<file path="config.mk">
export PLATFORM = sky130hd
export DESIGN_NAME = instr_fetch_flat
export DESIGN_NICKNAME = d
export VERILOG_FILES = /design/src/rtl/instr_fetch_if.sv /design/src/rtl/instr_fetch.sv /design/src/flat_wrapper.sv
export SDC_FILE = /design/constraint.sdc
export NUM_CORES = 1
export LEC_CHECK = 0
export CORE_UTILIZATION = 47
export DETAILED_ROUTE_END_ITERATION = 12
export PLACE_DENSITY = 0.76
export SLEW_MARGIN = 20
export SYNTH_ARGS = -nofsm -noshare
export SYNTH_HDL_FRONTEND = slang
export SYNTH_SLANG_ARGS = --single-unit
</file>
<file path="constraint.sdc">
create_clock -name clk -period 2.05 [get_ports clk]
set_input_delay 0.205 -clock clk [delete_from_list [all_inputs] [get_ports clk]]
set_output_delay 0.205 -clock clk [all_outputs]
set_load 0.005 [all_outputs]
</file>
<file path="src/rtl/instr_fetch_if.sv">
// Bus bundle for the fetch stage: instruction-memory request/response, redirect,
// and the fetch-to-decode handoff.
interface instr_fetch_if #(
   parameter int unsigned XLEN = 64
);
   logic            imem_req_valid;
   logic            imem_req_ready;
   logic [XLEN-1:0] imem_req_addr;
   logic            imem_resp_valid;
   logic [31:0]     imem_resp_data;
   logic            redirect_valid;
   logic [XLEN-1:0] redirect_pc;
   logic            if_valid;
   logic [31:0]     if_instr;
   logic [XLEN-1:0] if_pc;
   logic            id_ready;

   modport master (
      output imem_req_valid, imem_req_addr, if_valid, if_instr, if_pc,
      input  imem_req_ready, imem_resp_valid, imem_resp_data, redirect_valid, redirect_pc,
      input  id_ready
   );

   modport slave (
      input  imem_req_valid, imem_req_addr, if_valid, if_instr, if_pc,
      output imem_req_ready, imem_resp_valid, imem_resp_data, redirect_valid, redirect_pc,
      output id_ready
   );
endinterface

</file>
<file path="src/rtl/instr_fetch.sv">
// Single-outstanding instruction fetch stage with a one-entry skid buffer.
// Optional IF_MISALIGN_CHECK_EN adds fetch_misalign and blocks fetch on misaligned redirects.
module instr_fetch #(
   parameter int unsigned     XLEN     = 64,
   parameter logic [XLEN-1:0] RESET_PC = '0
) (
   input  logic           clk,
   input  logic           reset,
`ifdef IF_MISALIGN_CHECK_EN
   output logic           fetch_misalign,
`endif
   instr_fetch_if.master  io_fetch
);

   localparam logic [31:0]     NopInstr  = 32'h0000_0013;
   localparam logic [XLEN-1:0] PcStep    = XLEN'(4);
   localparam logic [XLEN-1:0] AlignMask = ~XLEN'(3);

   typedef enum logic [1:0] {StReq, StWait, StDrop} state_e;

   state_e          r_state, w_state_next;
   logic [XLEN-1:0] r_pc, w_pc_next;
   logic [XLEN-1:0] r_wait_pc, w_wait_pc_next;
   logic            r_if_valid, w_if_valid_next;
   logic [31:0]     r_if_instr, w_if_instr_next;
   logic [XLEN-1:0] r_if_pc, w_if_pc_next;
   logic            r_skid_valid, w_skid_valid_next;
   logic [31:0]     r_skid_instr, w_skid_instr_next;
   logic [XLEN-1:0] r_skid_pc, w_skid_pc_next;

   logic            w_inhibit;
   logic [XLEN-1:0] w_redirect_pc;
   logic [XLEN-1:0] w_req_addr;
   logic            w_req_valid;
   logic            w_req_fire;
   logic            w_consume;
   logic            w_resp_take;

`ifdef IF_MISALIGN_CHECK_EN
   logic r_misalign;

   always_ff @(posedge clk) begin
      if (reset) begin
         r_misalign <= 1'b0;
      end else if (io_fetch.redirect_valid) begin
         r_misalign <= |io_fetch.redirect_pc[1:0];
      end
   end

   assign fetch_misalign = r_misalign;
   assign w_inhibit      = r_misalign;
   assign w_redirect_pc  = io_fetch.redirect_pc;
`else
   assign w_inhibit      = 1'b0;
   assign w_redirect_pc  = io_fetch.redirect_pc & AlignMask;
`endif

   assign w_req_addr  = r_pc & AlignMask;
   assign w_req_valid = !reset && (r_state == StReq) && !io_fetch.redirect_valid &&
                        !r_skid_valid && !w_inhibit;
   assign w_req_fire  = w_req_valid && io_fetch.imem_req_ready;
   assign w_consume   = r_if_valid && io_fetch.id_ready;
   assign w_resp_take = (r_state == StWait) && io_fetch.imem_resp_valid;

   assign io_fetch.imem_req_valid = w_req_valid;
   assign io_fetch.imem_req_addr  = w_req_addr;
   assign io_fetch.if_valid       = r_if_valid;
   assign io_fetch.if_instr       = r_if_instr;
   assign io_fetch.if_pc          = r_if_pc;

   always_comb begin
      w_state_next      = r_state;
      w_pc_next         = r_pc;
      w_wait_pc_next    = r_wait_pc;
      w_if_valid_next   = r_if_valid;
      w_if_instr_next   = r_if_instr;
      w_if_pc_next      = r_if_pc;
      w_skid_valid_next = r_skid_valid;
      w_skid_instr_next = r_skid_instr;
      w_skid_pc_next    = r_skid_pc;

      if (io_fetch.redirect_valid) begin
         w_pc_next         = w_redirect_pc;
         w_if_valid_next   = 1'b0;
         w_skid_valid_next = 1'b0;
         // A response landing with the redirect is the stale one; drop it right here.
         unique case (r_state)
            StReq:   w_state_next = StReq;
            StWait:  w_state_next = io_fetch.imem_resp_valid ? StReq : StDrop;
            StDrop:  w_state_next = io_fetch.imem_resp_valid ? StReq : StDrop;
            default: w_state_next = StReq;
         endcase
      end else begin
         unique case (r_state)
            StReq: begin
               if (w_req_fire) begin
                  w_pc_next      = r_pc + PcStep;
                  w_wait_pc_next = w_req_addr;
                  w_state_next   = StWait;
               end
            end
            StWait:  if (io_fetch.imem_resp_valid) w_state_next = StReq;
            StDrop:  if (io_fetch.imem_resp_valid) w_state_next = StReq;
            default: w_state_next = StReq;
         endcase

         if (w_consume) begin
            if (r_skid_valid) begin
               w_if_instr_next   = r_skid_instr;
               w_if_pc_next      = r_skid_pc;
               w_skid_valid_next = 1'b0;
            end else if (w_resp_take) begin
               w_if_instr_next = io_fetch.imem_resp_data;
               w_if_pc_next    = r_wait_pc;
            end else begin
               w_if_valid_next = 1'b0;
            end
         end else if (w_resp_take) begin
            if (!r_if_valid) begin
               w_if_valid_next = 1'b1;
               w_if_instr_next = io_fetch.imem_resp_data;
               w_if_pc_next    = r_wait_pc;
            end else begin
               // Slot is held by decode; park the word until it drains.
               w_skid_valid_next = 1'b1;
               w_skid_instr_next = io_fetch.imem_resp_data;
               w_skid_pc_next    = r_wait_pc;
            end
         end
      end
   end

   always_ff @(posedge clk) begin
      if (reset) begin
         r_state      <= StReq;
         r_pc         <= RESET_PC;
         r_wait_pc    <= '0;
         r_if_valid   <= 1'b0;
         r_if_instr   <= NopInstr;
         r_if_pc      <= '0;
         r_skid_valid <= 1'b0;
         r_skid_instr <= NopInstr;
         r_skid_pc    <= '0;
      end else begin
         r_state      <= w_state_next;
         r_pc         <= w_pc_next;
         r_wait_pc    <= w_wait_pc_next;
         r_if_valid   <= w_if_valid_next;
         r_if_instr   <= w_if_instr_next;
         r_if_pc      <= w_if_pc_next;
         r_skid_valid <= w_skid_valid_next;
         r_skid_instr <= w_skid_instr_next;
         r_skid_pc    <= w_skid_pc_next;
      end
   end

endmodule
</file>
<file path="src/flat_wrapper.sv">
// flat-port wrapper written by rule: the top's interface ports become plain ports
module instr_fetch_flat 
#(
   parameter int unsigned     XLEN     = 64,
   parameter logic [XLEN-1:0] RESET_PC = '0
)
  (clk, reset, io_fetch_imem_req_valid, io_fetch_imem_req_addr, io_fetch_if_valid, io_fetch_if_instr, io_fetch_if_pc, io_fetch_imem_req_ready, io_fetch_imem_resp_valid, io_fetch_imem_resp_data, io_fetch_redirect_valid, io_fetch_redirect_pc, io_fetch_id_ready);
  instr_fetch_if #(.XLEN(XLEN)) io_fetch_i ();
  input  logic clk;
  input  logic reset;
  output wire logic [$bits(io_fetch_i.imem_req_valid)-1:0] io_fetch_imem_req_valid;
  output wire logic [$bits(io_fetch_i.imem_req_addr)-1:0] io_fetch_imem_req_addr;
  output wire logic [$bits(io_fetch_i.if_valid)-1:0] io_fetch_if_valid;
  output wire logic [$bits(io_fetch_i.if_instr)-1:0] io_fetch_if_instr;
  output wire logic [$bits(io_fetch_i.if_pc)-1:0] io_fetch_if_pc;
  input wire logic [$bits(io_fetch_i.imem_req_ready)-1:0] io_fetch_imem_req_ready;
  input wire logic [$bits(io_fetch_i.imem_resp_valid)-1:0] io_fetch_imem_resp_valid;
  input wire logic [$bits(io_fetch_i.imem_resp_data)-1:0] io_fetch_imem_resp_data;
  input wire logic [$bits(io_fetch_i.redirect_valid)-1:0] io_fetch_redirect_valid;
  input wire logic [$bits(io_fetch_i.redirect_pc)-1:0] io_fetch_redirect_pc;
  input wire logic [$bits(io_fetch_i.id_ready)-1:0] io_fetch_id_ready;
  assign io_fetch_imem_req_valid = io_fetch_i.imem_req_valid;
  assign io_fetch_imem_req_addr = io_fetch_i.imem_req_addr;
  assign io_fetch_if_valid = io_fetch_i.if_valid;
  assign io_fetch_if_instr = io_fetch_i.if_instr;
  assign io_fetch_if_pc = io_fetch_i.if_pc;
  assign io_fetch_i.imem_req_ready = io_fetch_imem_req_ready;
  assign io_fetch_i.imem_resp_valid = io_fetch_imem_resp_valid;
  assign io_fetch_i.imem_resp_data = io_fetch_imem_resp_data;
  assign io_fetch_i.redirect_valid = io_fetch_redirect_valid;
  assign io_fetch_i.redirect_pc = io_fetch_redirect_pc;
  assign io_fetch_i.id_ready = io_fetch_id_ready;
  instr_fetch #(.XLEN(XLEN), .RESET_PC(RESET_PC)) u_core (.clk(clk), .reset(reset), .io_fetch(io_fetch_i));
endmodule
</file>
# [Word level (Yosys, flattened, before mapping)]
# Cells that the tools add are included.
# Widths: inputs -> output; s select.
[op_classes] reduce_logical=25 eq_ne=7 n_mux=23 bitwise=2 n_addsub=1
[op_table] op="$mux 64" n=8
[op_table] op="$mux 32" n=5
[op_table] op="$add 64x3->64 const B" n=1
[op_table] op="$mux 2" n=5
[op_table] op="$reduce_and 2->1" n=4
[op_table] op="$reduce_and 4->1" n=2
[op_table] op="$reduce_bool 2->1" n=4
[op_table] op="$logic_and 1x1->1" n=6
[op_table] op="$ne 2x2->1 const B" n=3
[op_table] op="$reduce_and 3->1" n=2
[op_table] op="$mux 1" n=4
[op_table] op="$pmux 2 s2" n=1
[op_table] op="$reduce_or 2->1" n=2
[op_table] op="$logic_not 1->1" n=3
[op_table] op="$ne 3x1->1 const B" n=1
[op_table] op="$ne 3x2->1 const B" n=1
[op_table] op="$reduce_or 3->1" n=1
[op_table] op="$eq 2x1->1 const B" n=1
[op_table] op="$eq 2x2->1 const B" n=1
[op_table] op="$logic_not 2->1" n=1
[op_table] op="$not 1->1" n=2
[word_totals] regBits=320 output_inout_bits=162 input_bits=102 word_cells=68

# [Logic depth before layout (Yosys ltp)]
[depth] word_depth=8 depth_mapped=9 depth_no_buf=7

# [Worst setup path after synthesis]
# No wires, ideal clock.
[synth_timing] kind="reg-to-reg" start="register u_core.r_pc[30]" end="register u_core.r_pc[55]" stages_incl_launch_ff=8 setup_time_ns=0.063 period_less_slack_ns=2.234 setup_slack_ns=-0.184 path_buffers=2 t_required_ns=1.987 arrival_time_ns=2.171 cell_sequence="dfxtp_1 -> buf_2 -> nand4_2 -> or4_4 -> buf_6 -> or3_4 -> or4_1 -> nand3_1"
[synth_between] elab_chain_len=4
[synth_lines] item="start, declared" line_no="instr_fetch.sv:22" text="logic [XLEN-1:0] r_pc, w_pc_next;"
[synth_lines] item="start signal, assigned" line_no="instr_fetch.sv:146" text="r_pc <= w_pc_next;"
[synth_lines] item="$add 64x3->64" line_no="instr_fetch.sv:97" text="w_pc_next = r_pc + PcStep;"
[synth_lines] item="$mux 64" line_no="instr_fetch.sv:96" text="if (w_req_fire) begin"
[synth_lines] item="$mux 64" line_no="instr_fetch.sv:94" text="unique case (r_state)"
[synth_lines] item="$mux 64" line_no="instr_fetch.sv:82" text="if (io_fetch.redirect_valid) begin"
# No other way between the ends. The select of a mux whose other input is x is not followed.
# A chain may end at the register's enable or synchronous reset.

# [Final worst setup path]
[layout_timing] start="register u_core.r_pc[2]" end="register u_core.r_pc[45]"
# Same word-level chain as after synthesis.

==> impl_metrics.toml <==
[global_route]
grt.total_usage = 0.270
antenna_found_initial = 5
grt_overflow = 0
grt_pass1_vias = 12600
grt_pass1_wl_um = 63700
grt_max_degree = 160

[timing]
rsz0062_at_grt = "yes"
hold_ws_ps = 136
final_hold_viol_count = 0
setup_viol = 14
min_period_over_period = 1.05
setup_ws_ps = -112
tightest_slew_ps = 937
final_max_slew_viol_count = 0
fin_crit_ps = 2160
relSlewSlack = 0.375
clock_skew_ps = 25.1
clock.fmax_mhz = 463

[hold_path]
min_path_type = "in2reg"
min-delay-start = "reset"
whs_path_depth = 3
hold_end = "u_core.r_skid_valid"

[synthesis]
netlist.area_leader.share = 0.468
synth_edf_count = 0
synth.ff_latch_count = 316
ys_seq_area_frac = 0.468
netlist_instances = 1646
avgSynthCellArea_um2 = 8.22
async_reset_ff_frac = 0
synth_area_leaders = "dfxtp_1 47%, nand2_1 10%, mux2i_1 7.3%"
synth_area_um2 = 13500
yosys_most_used_dff = "dfxtp_1"
synth_top_area_cell = "dfxtp_1"
synth-warning-count = 0
synth.distinct_cells = 64

[clock_tree]
cts_buffers = 36
path_clk_slew_ps = 60
cts_tree = "yes"
cts_sinks = 316
cts-root-buf = "clkbuf_16"
htreeDepth = 2
clock_path_buffers = 3
clock_latency_ps = 520

[finish]
final_util = 0.680
final_common_cell = "nand2_1"
final_area_um2 = 19000
area_growth_pct = 40.8
nets = 2071
drive_above_1_share = 0.154
layout_common_cells = "370 x nand2_1, 285 x dfxtp_1, 254 x clkdlybuf4s50_1, 178 x a21oi_1, 141 x nor2_1"

[flow_run]
maxCapViolCount = 0

[detailed_routing]
dr_wl_met2_um = 19600
vias = 13400
antenna_left = 0
drt_iter0_drc = 1068
wire_per_inst_um = 17.5
routed.top_layer = "met5"
wl_um = 41600
drc = 0
m1WireLength_um = 17200
drt_pre_antenna_iters = 5
dr_wl_met3_um = 3600
routed_via_density = 5.66

[floorplanning]
die_x_um = 172
coreArea_um2 = 28000
die_h_um = 172
ioPinCount = 264
rows = 61
start_util = 0.483
dieArea_um2 = 29500

[worst_setup_path]
r2r-end = "u_core.r_pc[45]"
cp_max_fo = 6
cp-end-kind = "flip-flop"
startpoint_type = "flip-flop"
cp.arrival_ps = 2550
required_ps = 2430
cp-startpoint = "u_core.r_pc[2]"
reg2reg_from = "u_core.r_pc[2]"
reg2reg_setup_slack_ps = -110
critPathKind = "reg2reg"
rr_worst_depth = 7

[placed_design]
place_congestion = 0.908
hpwl_um = 27500
port_buffers = 257
placed_area_um2 = 17400

[power_and_ir_drop]
powerDensity_nw_per_um2 = 745
irDropWorstVdd_uv = 489
finalPower_mw = 14.2
leakagePower_nw = 7.20

[outcome]
violations = "negative setup slack"
outcome = "complete, but fails checks"
## state kept, by name (all words and copies together) (netlist names)
name                      count
u_core.r_state                2
u_core.r_skid_instr          32
u_core.r_wait_pc             62
u_core.r_skid_pc             62
u_core.io_fetch.if_pc        62
u_core.r_skid_valid           1
u_core.io_fetch.if_instr     32
u_core.io_fetch.if_valid      1
u_core.r_pc                  62
## per-layer routing
layer,global-route usage,up-vias
met5,0,-
met4,0.0974,6
met3,0.0720,113
met2,0.452,505
met1,0.332,6358
li1,-,6451
## worst max-delay path by stage
stage	to	slack (ps)	depth (start not counted)
after global routing	u_core.r_pc[45]	-220	7
after global placement	u_core.r_pc[43]	-100	7
final	u_core.r_pc[45]	-110	7
after detailed placement	u_core.r_pc[45]	-220	7
after floorplan	u_core.r_pc[53]	-30	6
after CTS	u_core.r_pc[63]	-60	7
## cell usage after synthesis, types with 16 or more instances
| master | count |
|---|---|
| nand4_1 | 29 |
| a21oi_1 | 178 |
| a211oi_1 | 97 |
| clkbuf_1 | 106 |
| nor2_1 | 144 |
| and3_1 | 20 |
| buf_1 | 19 |
| nand3_1 | 21 |
| o21ai_0 | 22 |
| dfxtp_1 | 316 |
| nand2_1 | 374 |
| mux2i_1 | 99 |
| a311oi_1 | 16 |
## stage by stage
stage                     instances  TNS, ps  setup WS (ps)
after floorplan                1649    -41.6          -27.4
after global placement         2290     -445           -102
after global routing           2371    -2430           -215
after CTS                      2361     -184          -58.6
final                          2372     -745           -112
after detailed placement       2290    -1990           -224
## what timing repair did
item                                    in CTS  in global routing
pin swaps                                   11                 20
gates cloned                                 1                  1
buffers inserted                             5                 10
gates resized for setup                     29                 57
endpoints found under the setup margin      36                 52
hold buffers                                 1                  0
hold endpoints to repair                     1                  0
## layout make-up
| class | instances | area, um2 |
|---|---|---|
| clock inverters | 11 | 125 |
| diodes | 2 | 5.00 |
| repair buffers | 415 | 4000 |
| clock buffers | 53 | 1050 |
| inverters | 10 | 37.5 |
| multi-input cells | 1187 | 6990 |
| fillers | 2200 | 8960 |
| well taps | 378 | 473 |
| flip-flops and latches | 316 | 6370 |
## power breakdown
part / total (mW) / internal (mW) / switching, mW
Clock: 6.36 / 3.82 / 2.54
Sequential: 6.41 / 6.30 / 0.112
Combinational: 1.42 / 0.724 / 0.693
## critical path, cell delays in order, from the launching register on
cell       delay, ps
dfxtp_4          340
buf_4            130
and4_4           250
nand4_1          240
buf_6            250
nor4_2           320
nor3_1           100
a2111oi_1        380
## logic make-up (layout without fill, tap and decap cells)
group / after synthesis / after routing / synth area share
buffers and inverters: 147 / 489 / 0.0431
flip-flops: 316 / 316 / 0.468
other: 1 / 6 / 0.000277
multiplexers: 101 / 101 / 0.0749
adder cells (fa/ha/maj): 3 / 3 / 0.00278
AO/OA/AOI/OAI: 376 / 376 / 0.176
AND/OR/NAND/NOR: 692 / 693 / 0.229
XOR/XNOR: 10 / 10 / 0.00648
No activity file was read; power rests on OpenSTA's default activity.
